### src/rtl/seg_scan_decoder_pkg.sv
`default_nettype none
// +---------------------------------------------------------------------+
// | seg_scan_decoder_pkg : shared widths, hex glyph table, decode result |
// | Rev 1.0                                                             |
// +---------------------------------------------------------------------+
package seg_scan_decoder_pkg;

  localparam int DIGIT_W = 4;
  localparam int SEG_W   = 7;

  // Active-high glyphs, bit6=a .. bit0=g.
  localparam logic [SEG_W-1:0] GLYPH_0 = 7'h7E;
  localparam logic [SEG_W-1:0] GLYPH_1 = 7'h30;
  localparam logic [SEG_W-1:0] GLYPH_2 = 7'h6D;
  localparam logic [SEG_W-1:0] GLYPH_3 = 7'h79;
  localparam logic [SEG_W-1:0] GLYPH_4 = 7'h33;
  localparam logic [SEG_W-1:0] GLYPH_5 = 7'h5B;
  localparam logic [SEG_W-1:0] GLYPH_6 = 7'h5F;
  localparam logic [SEG_W-1:0] GLYPH_7 = 7'h70;
  localparam logic [SEG_W-1:0] GLYPH_8 = 7'h7F;
  localparam logic [SEG_W-1:0] GLYPH_9 = 7'h7B;
  localparam logic [SEG_W-1:0] GLYPH_A = 7'h77;
  localparam logic [SEG_W-1:0] GLYPH_B = 7'h1F;
  localparam logic [SEG_W-1:0] GLYPH_C = 7'h4E;
  localparam logic [SEG_W-1:0] GLYPH_D = 7'h3D;
  localparam logic [SEG_W-1:0] GLYPH_E = 7'h4F;
  localparam logic [SEG_W-1:0] GLYPH_F = 7'h47;

  typedef struct packed {
    logic               hit;
    logic [DIGIT_W-1:0] nibble;
  } seg_decode_t;

  function automatic logic [SEG_W-1:0] glyph_hi(input logic [DIGIT_W-1:0] d);
    case (d)
      4'h0: return GLYPH_0;
      4'h1: return GLYPH_1;
      4'h2: return GLYPH_2;
      4'h3: return GLYPH_3;
      4'h4: return GLYPH_4;
      4'h5: return GLYPH_5;
      4'h6: return GLYPH_6;
      4'h7: return GLYPH_7;
      4'h8: return GLYPH_8;
      4'h9: return GLYPH_9;
      4'hA: return GLYPH_A;
      4'hB: return GLYPH_B;
      4'hC: return GLYPH_C;
      4'hD: return GLYPH_D;
      4'hE: return GLYPH_E;
      default: return GLYPH_F;
    endcase
  endfunction

  function automatic logic [SEG_W-1:0] glyph_n(input logic [DIGIT_W-1:0] d);
    return ~glyph_hi(d);
  endfunction

endpackage
`default_nettype wire

### src/rtl/seg_scan_decoder_decode.sv
`default_nettype none
// +---------------------------------------------------------------------+
// | seg_7_decode : active-low 7-segment pattern -> hex nibble + hit flag |
// | Rev 1.0                                                             |
// +---------------------------------------------------------------------+
module seg_7_decode
  import seg_scan_decoder_pkg::*;
(
  input  logic [SEG_W-1:0]   seg_n,
  output logic               hit,
  output logic [DIGIT_W-1:0] nibble
);

  seg_decode_t res;

  // Glyphs are mutually distinct, so at most one entry can match; a miss leaves nibble 0.
  always_comb begin
    res = '0;
    for (int k = 0; k < 16; k++) begin
      if (seg_n == glyph_n(DIGIT_W'(k))) begin
        res.hit    = 1'b1;
        res.nibble = DIGIT_W'(k);
      end
    end
  end

  assign hit    = res.hit;
  assign nibble = res.nibble;

endmodule
`default_nettype wire

### src/rtl/seg_scan_decoder.sv
`default_nettype none
// +---------------------------------------------------------------------+
// | seg_scan_decoder : rebuilds hex frames from a multiplexed 7-seg bus  |
// | Rev 1.0                                                             |
// +---------------------------------------------------------------------+
module seg_scan_decoder
  import seg_scan_decoder_pkg::*;
#(
  parameter int DIGITS  = 4,
  parameter int SETTLE  = 4,
  parameter int TIMEOUT = 65536
) (
  input  logic                      clk,
  input  logic                      rst_n,
  input  logic [SEG_W-1:0]          seg_n,
  input  logic [DIGITS-1:0]         dig_n,
  output logic [DIGIT_W*DIGITS-1:0] value,
  output logic [DIGITS-1:0]         err,
  output logic                      frame_valid,
  output logic                      stale
);

  localparam int CNT_W = $clog2(SETTLE + 1);
  localparam int TMO_W = $clog2(TIMEOUT + 1);

  logic [SEG_W-1:0]          seg_s1_q, seg_s2_q, seg_prev_q;
  logic [DIGITS-1:0]         dig_s1_q, dig_s2_q, dig_prev_q;
  logic [CNT_W-1:0]          stable_q, stable_d;
  logic [TMO_W-1:0]          tmo_q, tmo_d;
  logic [DIGITS-1:0]         seen_q, seen_d;
  logic [DIGIT_W*DIGITS-1:0] slot_val_q, slot_val_d;
  logic [DIGITS-1:0]         slot_err_q, slot_err_d;
  logic [DIGIT_W*DIGITS-1:0] value_q, value_d;
  logic [DIGITS-1:0]         err_q, err_d;
  logic                      frame_valid_q, frame_valid_d;

  logic [DIGITS-1:0]  dig_act, cap_mask, seen_all;
  logic               one_hot, steady, capture, frame_done;
  logic               dec_hit;
  logic [DIGIT_W-1:0] dec_nibble;

  seg_7_decode u_decode (
    .seg_n  (seg_s2_q),
    .hit    (dec_hit),
    .nibble (dec_nibble)
  );

  always_comb begin
    dig_act  = ~dig_s2_q;
    one_hot  = (dig_act != '0) && ((dig_act & (dig_act - DIGITS'(1))) == '0);
    steady   = one_hot && (seg_s2_q == seg_prev_q) && (dig_s2_q == dig_prev_q);
    stable_d = '0;
    if (steady) begin
      stable_d = (stable_q == CNT_W'(SETTLE)) ? stable_q : stable_q + CNT_W'(1);
    end
    // Fires only on the SETTLE-1 -> SETTLE step, so one capture per dwell.
    capture  = steady && (stable_q == CNT_W'(SETTLE - 1));
    cap_mask = capture ? dig_act : '0;

    slot_val_d = slot_val_q;
    slot_err_d = slot_err_q;
    for (int i = 0; i < DIGITS; i++) begin
      if (cap_mask[i]) begin
        slot_val_d[i*DIGIT_W +: DIGIT_W] = dec_nibble;
        slot_err_d[i]                    = ~dec_hit;
      end
    end

    seen_all      = seen_q | cap_mask;
    frame_done    = capture && (&seen_all);
    seen_d        = frame_done ? '0 : seen_all;
    value_d       = frame_done ? slot_val_d : value_q;
    err_d         = frame_done ? slot_err_d : err_q;
    frame_valid_d = frame_done;

    tmo_d = '0;
    if (!capture) begin
      tmo_d = (tmo_q == TMO_W'(TIMEOUT)) ? tmo_q : tmo_q + TMO_W'(1);
    end
  end

  always_ff @(posedge clk) begin
    if (!rst_n) begin
      seg_s1_q      <= '1;
      seg_s2_q      <= '1;
      seg_prev_q    <= '1;
      dig_s1_q      <= '1;
      dig_s2_q      <= '1;
      dig_prev_q    <= '1;
      stable_q      <= '0;
      tmo_q         <= '0;
      seen_q        <= '0;
      slot_val_q    <= '0;
      slot_err_q    <= '0;
      value_q       <= '0;
      err_q         <= '0;
      frame_valid_q <= 1'b0;
    end else begin
      seg_s1_q      <= seg_n;
      seg_s2_q      <= seg_s1_q;
      seg_prev_q    <= seg_s2_q;
      dig_s1_q      <= dig_n;
      dig_s2_q      <= dig_s1_q;
      dig_prev_q    <= dig_s2_q;
      stable_q      <= stable_d;
      tmo_q         <= tmo_d;
      seen_q        <= seen_d;
      slot_val_q    <= slot_val_d;
      slot_err_q    <= slot_err_d;
      value_q       <= value_d;
      err_q         <= err_d;
      frame_valid_q <= frame_valid_d;
    end
  end

  assign value       = value_q;
  assign err         = err_q;
  assign frame_valid = frame_valid_q;
  assign stale       = (tmo_q == TMO_W'(TIMEOUT));

endmodule
`default_nettype wire

### config.mk
export PLATFORM = sky130hd
export DESIGN_NAME = seg_scan_decoder
export DESIGN_NICKNAME = d
export VERILOG_FILES = /design/src/rtl/seg_scan_decoder_pkg.sv /design/src/rtl/seg_scan_decoder_decode.sv /design/src/rtl/seg_scan_decoder.sv
export SDC_FILE = /design/constraint.sdc
export NUM_CORES = 1
export LEC_CHECK = 0
export BUFFER_PORTS_ARGS = -buffer_cell sky130_fd_sc_hd__buf_2
export CORE_ASPECT_RATIO = 1.4
export CORE_UTILIZATION = 53
export CTS_CLUSTER_DIAMETER = 100
export DETAILED_ROUTE_END_ITERATION = 7
export HOLD_SLACK_MARGIN = 0.1
export PLACE_DENSITY = 0.78
export RECOVER_POWER = 25
export REMOVE_ABC_BUFFERS = 1
export SYNTH_ARGS = -nofsm -noshare
export SYNTH_HDL_FRONTEND = slang
export SYNTH_SLANG_ARGS = --single-unit
### constraint.sdc
create_clock -name clk -period 2 [get_ports clk]
set_clock_uncertainty 0.1 [all_clocks]
set_input_delay 0.3 -clock clk [delete_from_list [all_inputs] [get_ports clk]]
set_output_delay 0.3 -clock clk [all_outputs]
set_load 0.03 [all_outputs]
[Yosys cells after proc, flatten, opt, wreduce, memory -nomap -nowiden]
Cells that the tools add are included.
Storage, ports and cells
  output and inout bits: 22
  word-level logic and storage cells: 79
  bits of input ports: 13
  bits in registers: 98
Operators by class
  reductions and logical operators: 12
  bitwise gates (word level): 5
  equal/unequal tests: 20
  add/subtract/negate cells: 3
  mux-type cells: 25
Operators by type and width (count)
  $mux 5: 16
  $eq 7x6->1 const B: 5
  $eq 7x7->1 const B: 4
  $mux 4: 5
  $add 17x1->17 const B: 1
  $eq 17x17->1 const B: 1
  $eq 7x3->1 const B: 2
  $eq 7x4->1 const B: 2
  $eq 7x1->1 const B: 1
  $eq 7x5->1 const B: 1
  $eq 7x7->1: 1
  $logic_not 7->1: 1
  $logic_and 1x1->1: 5
  $and 4x4->4: 1
  $eq 4x4->1: 1
  $logic_not 4->1: 1
  $mux 1: 4
  $not 4->4: 1
  $or 4x4->4: 1
  $reduce_and 4->1: 1
  $reduce_bool 4->1: 1
  $reduce_or 2->1: 2
  $sub 4x1->4 const B: 1
  $add 3x1->3 const B: 1
  4 further kinds: 5

[Longest topological paths before layout]
  word-level depth: 19
  depth in mapped cells: 9
  mapped depth without buffers: 7

[Hierarchy]
From an unflattened synthesis, not the netlist that was laid out.
Unflattened totals
  cell total of the unflattened synthesis: 463
  area, all modules: 4310.4 um^2
Modules (own cells, without submodules)
  seg_scan_decoder: sequential area each 1961.9 um^2, cells an instance 417, area each 3997.6 um^2, times used 1
  seg_7_decode: sequential area each 0.0 um^2, cells an instance 46, area each 312.8 um^2, times used 1

[Worst setup path after synthesis]
No wires, ideal clock.
  path kind: register to register
  start: register seg_s2_q[6]
  end: register tmo_q[7]
  clock period less this slack: 1996 ps
  stages on the path, launching flop included: 9
  data required time: 1781 ps
  setup slack: 4 ps
  arrival: 1777 ps
  buffers on the path: 2
  setup time: 119 ps
  path through: dfxtp_1 > xnor2_1 > o221ai_1 > nor4_4 > and2_4 > a21o_1 > buf_6 > buf_12 > nor2_4
Between the ends
  longest elaborated chain between the ends: 5
Ends and longest elaborated chain
  from (decl): line seg_scan_decoder.sv:26  | logic [SEG_W-1:0] seg_s1_q, seg_s2_q, seg_prev_q;
  from (signal assigned): line seg_scan_decoder.sv:100  | seg_s2_q <= seg_s1_q;
  $eq 7x7->1: line seg_scan_decoder.sv:51  | steady = one_hot && (seg_s2_q == seg_prev_q) && (dig_s2_q == dig_prev_q);
  $logic_and 1x1->1 (2 in series): line seg_scan_decoder.sv:51
  $logic_and 1x1->1: line seg_scan_decoder.sv:57  | capture = steady && (stable_q == CNT_W'(SETTLE - 1));
  $reduce_or 2->1 (no line)
  to (signal assigned): line seg_scan_decoder.sv:106  | tmo_q <= tmo_d;
  to (decl): line seg_scan_decoder.sv:29  | logic [TMO_W-1:0] tmo_q, tmo_d;
No other way between the ends.
A chain may end at the register's enable or synchronous reset.

[Worst setup path after layout]
  start: register dig_prev_q[2]
  end: register value_q[1] (netlist: value[1])
Between the ends
  longest elaborated chain between the ends: 7
  elaborated cells on any way between the ends: 8
  classes of those cells: 1 x eq/ne; 2 x mux; 1 x bitwise; 4 x reduce/logical
Ends and longest elaborated chain
  from (decl): line seg_scan_decoder.sv:27  | logic [DIGITS-1:0] dig_s1_q, dig_s2_q, dig_prev_q;
  from (signal assigned): line seg_scan_decoder.sv:104  | dig_prev_q <= dig_s2_q;
  $eq 4x4->1 (*): line seg_scan_decoder.sv:51
  $logic_and 1x1->1 (*): line seg_scan_decoder.sv:51
  $logic_and 1x1->1 (*): line seg_scan_decoder.sv:57
  $mux 4: line seg_scan_decoder.sv:58  | cap_mask = capture ? dig_act : '0;
  $or 4x4->4: line seg_scan_decoder.sv:69  | seen_all = seen_q | cap_mask;
  $reduce_and 4->1: line seg_scan_decoder.sv:70  | frame_done = capture && (&seen_all);
  $logic_and 1x1->1: line seg_scan_decoder.sv:70
  to (signal assigned): line seg_scan_decoder.sv:110  | value_q <= value_d;
  to (decl): line seg_scan_decoder.sv:33  | logic [DIGIT_W*DIGITS-1:0] value_q, value_d;
Every way passes the cells marked *; elsewhere a longest branch is shown, timed or not.

==> reports/summary.txt <==
Drt first pass iters: 4
Final setup margin: 20.0 ps
Slew at the pin with the worst max-slew slack: 430 ps
Async set or reset register ratio after synthesis: 0%
Synth Register Bits: 98
Vias: 2861
Mapped Cells: 376
Die X: 75.7 um
Post-DRT Antenna Nets: 0
Sink Count: 98
CP max FO: 6
CP Capture Type: flop
GR peak layer: met2
Area grow syn2layout: 24.4%
Mux contribution to synthesized area: 4.96%
Largest family of logic cells by synthesized area: simple AND/OR/NAND/NOR gates
Critical hold path startpoint: rst_n
Reg-to-reg endpoint: value[1]
RSZ-0062 raised after global routing: true
Final setup violation count: 0
Pre-CTS setup slack: -84.2 ps
Top cell type's share of synthesized area: 48.7%
CTS tree: done
GRT Residual Overflow: 0
LEAKAGE: 2.02 nW
Final hold violation count: 0
DRC: 0
Yosys cell types: 51
Reg clk slew, reported paths: 90 ps
Core area: 0.00736 mm2
N_diodes: 0
Max Root-Sink Buffers: 2
Cell Pwr Density: 702 mW/mm2
RR Startpoint: dig_prev_q[2]
Number of synthesized flops with an enable pin: 0
Complex-gate fraction of the synthesized area: 12.0%
Commonest non-fill, non-tap cell in the layout: dfxtp_1
Starting DRT DRC Count: 160
H-tree Lvls: 3
Post-Synth XOR/XNOR Area: 5.86%
Share of cells above drive strength 1: 32.8%
Die ar.: 0.00797 mm2
Slew headroom: 71.1%
Hold/Removal Path Class: in2reg
FMAX: 505 MHz
Vias in the first global route: 2884
Worst Path Arrival: 2140 ps
Initial antenna violation count: 0
Syn avg cell area: 10.7 um2
Flop2flop setup slack: 20 ps
Adder-Cell Fraction of Synth Area: 1.55%
Later-pin clock latency in the skew report: 370 ps
Crit path kind: reg2reg
CTS root buf: clkbuf_8
Total CTS buffers: 9
Most common flop cell mapped by yosys: dfxtp_1
Yosys top cell by area: dfxtp_1
Status: completed
Final WL: 7.84 mm
Hold Crit Endpoint: seg_s1_q[0]
Final min period: 1980 ps
WP data required: 2160 ps
CP Launch Type: flop
Nets: 464
Maximum VDD drop: 0.000438 V
Largest net degree at the start of global routing: 24
Grt met1 use: 26.6%
Die height: 105 um
Netlist Area Pre-Place: 0.00403 mm2
Avg WL per Cell: 14.3 um
Hold path depth: 3
GR Util met2: 37.1%
Met3 Usage GRT: 7.27%
Routability cong.: 0.920
Simple-gate share of the synthesized area: 22.0%
First-pass GRT wire length: 13.4 mm
Hpwl dp: 5.28 mm
Commonest cells after routing, fill and taps aside: dfxtp_1, nor2_1, buf_2
Vias per cell: 5.22
Ranking of synthesized cells by area: dfxtp_1, o2bb2ai_2, mux2i_1
Slew Viols, Final: 0
Initial Util: 54.8%
I/O Buffers: 34
Gr usage total: 22.4%
Seq/Total Area, Yosys: 48.7%
Number of cell rows: 37
YS warnings: 0
Reg2Reg Depth: 7
I/O Pins: 35
Max-cap violations: 0
Hold_ws: 238 ps
Post-layout util: 68.1%
Fin crit share: 99.0%
## per-layer routing
layer,vias up,wire [um]
met4,0,126
met5,-,0
li1,1424,-
met2,53,4180
met1,1376,3220
met3,8,322
## cell type report
type	instances	area (um2)
tap	97	121
inverter	17	63.8
clock inverter	4	51.3
multi-input combinational	242	2080
timing repair buffer	78	588
sequential	98	1970
clock buffer	12	145
fill	518	2350
## cells by family (layout without fill, tap and decap cells)
kind of cell	Yosys count	after routing
XOR/XNOR	27	27
multiplexers	20	20
adder cells (fa/ha/maj)	5	5
AND/OR/NAND/NOR	143	143
buffers and inverters	36	111
AO/OA/AOI/OAI	47	47
flip-flops	98	98
## how the worst max path moves through the flow
stage	start	to	slack, ps
finish	dig_prev_q[2]	value[1]	20
global route	seg_s2_q[6]	value[0]	-190
CTS	seg_s2_q[6]	slot_val_q[2]	1
detailed placement	dig_s2_q[3]	value[2]	-80
global placement	dig_s2_q[3]	value[0]	-50
floorplan	seg_s2_q[6]	tmo_q[0]	-580
## per-stage QoR
step                      power [mW]  instances  area, um2  TNS, ps
after global routing            3.66        548       5010    -2480
after global placement          2.26        515       4430     -561
final                           3.52        548       5010        0
after CTS                       3.54        544       4840        0
after detailed placement        2.26        515       4430    -1300
after floorplan                 2.17        357       3900   -15810
## where the power goes
group,internal (mW),total [mW],switching (mW)
logic,0.119,0.251,0.132
clock network,0.613,1.26,0.650
registers,1.98,2.00,0.0212
## cells in the mapped netlist, drive strengths merged, types with 11 or more instances
| cell type | number |
|---|---|
| inv | 17 |
| xnor2 | 11 |
| mux2i | 20 |
| dfxtp | 98 |
| nor2 | 45 |
| nand2b | 32 |
| nand2 | 18 |
| nand3 | 13 |
| buf | 11 |
| xor2 | 16 |
| o2bb2ai | 20 |
## registers in the layout (all words and copies together) (netlist names), 7 cells and up
| name | cells |
|---|---|
| seg_prev_q | 7 |
| seg_s1_q | 7 |
| seg_s2_q | 7 |
| slot_val_q | 16 |
| tmo_q | 17 |
| value | 16 |
## critical path, stage by stage (launching register included)
cell and delay, ps:
dfxtp_1 330, and4bb_1 290, a31oi_2 60, nor4_4 320
buf_6 180, nand4_4 210, mux2i_2 310, o2bb2ai_2 70
## repair_timing
| action | in CTS | in global routing |
|---|---|---|
| hold endpoints to repair | 11 | 0 |
| gates resized for setup | 20 | 26 |
| hold buffers | 11 | 0 |
| buffers inserted | 2 | 4 |
| endpoints found under the setup margin | 41 | 41 |
| pin swaps | 4 | 4 |
(Power assumes the default switching activity.)
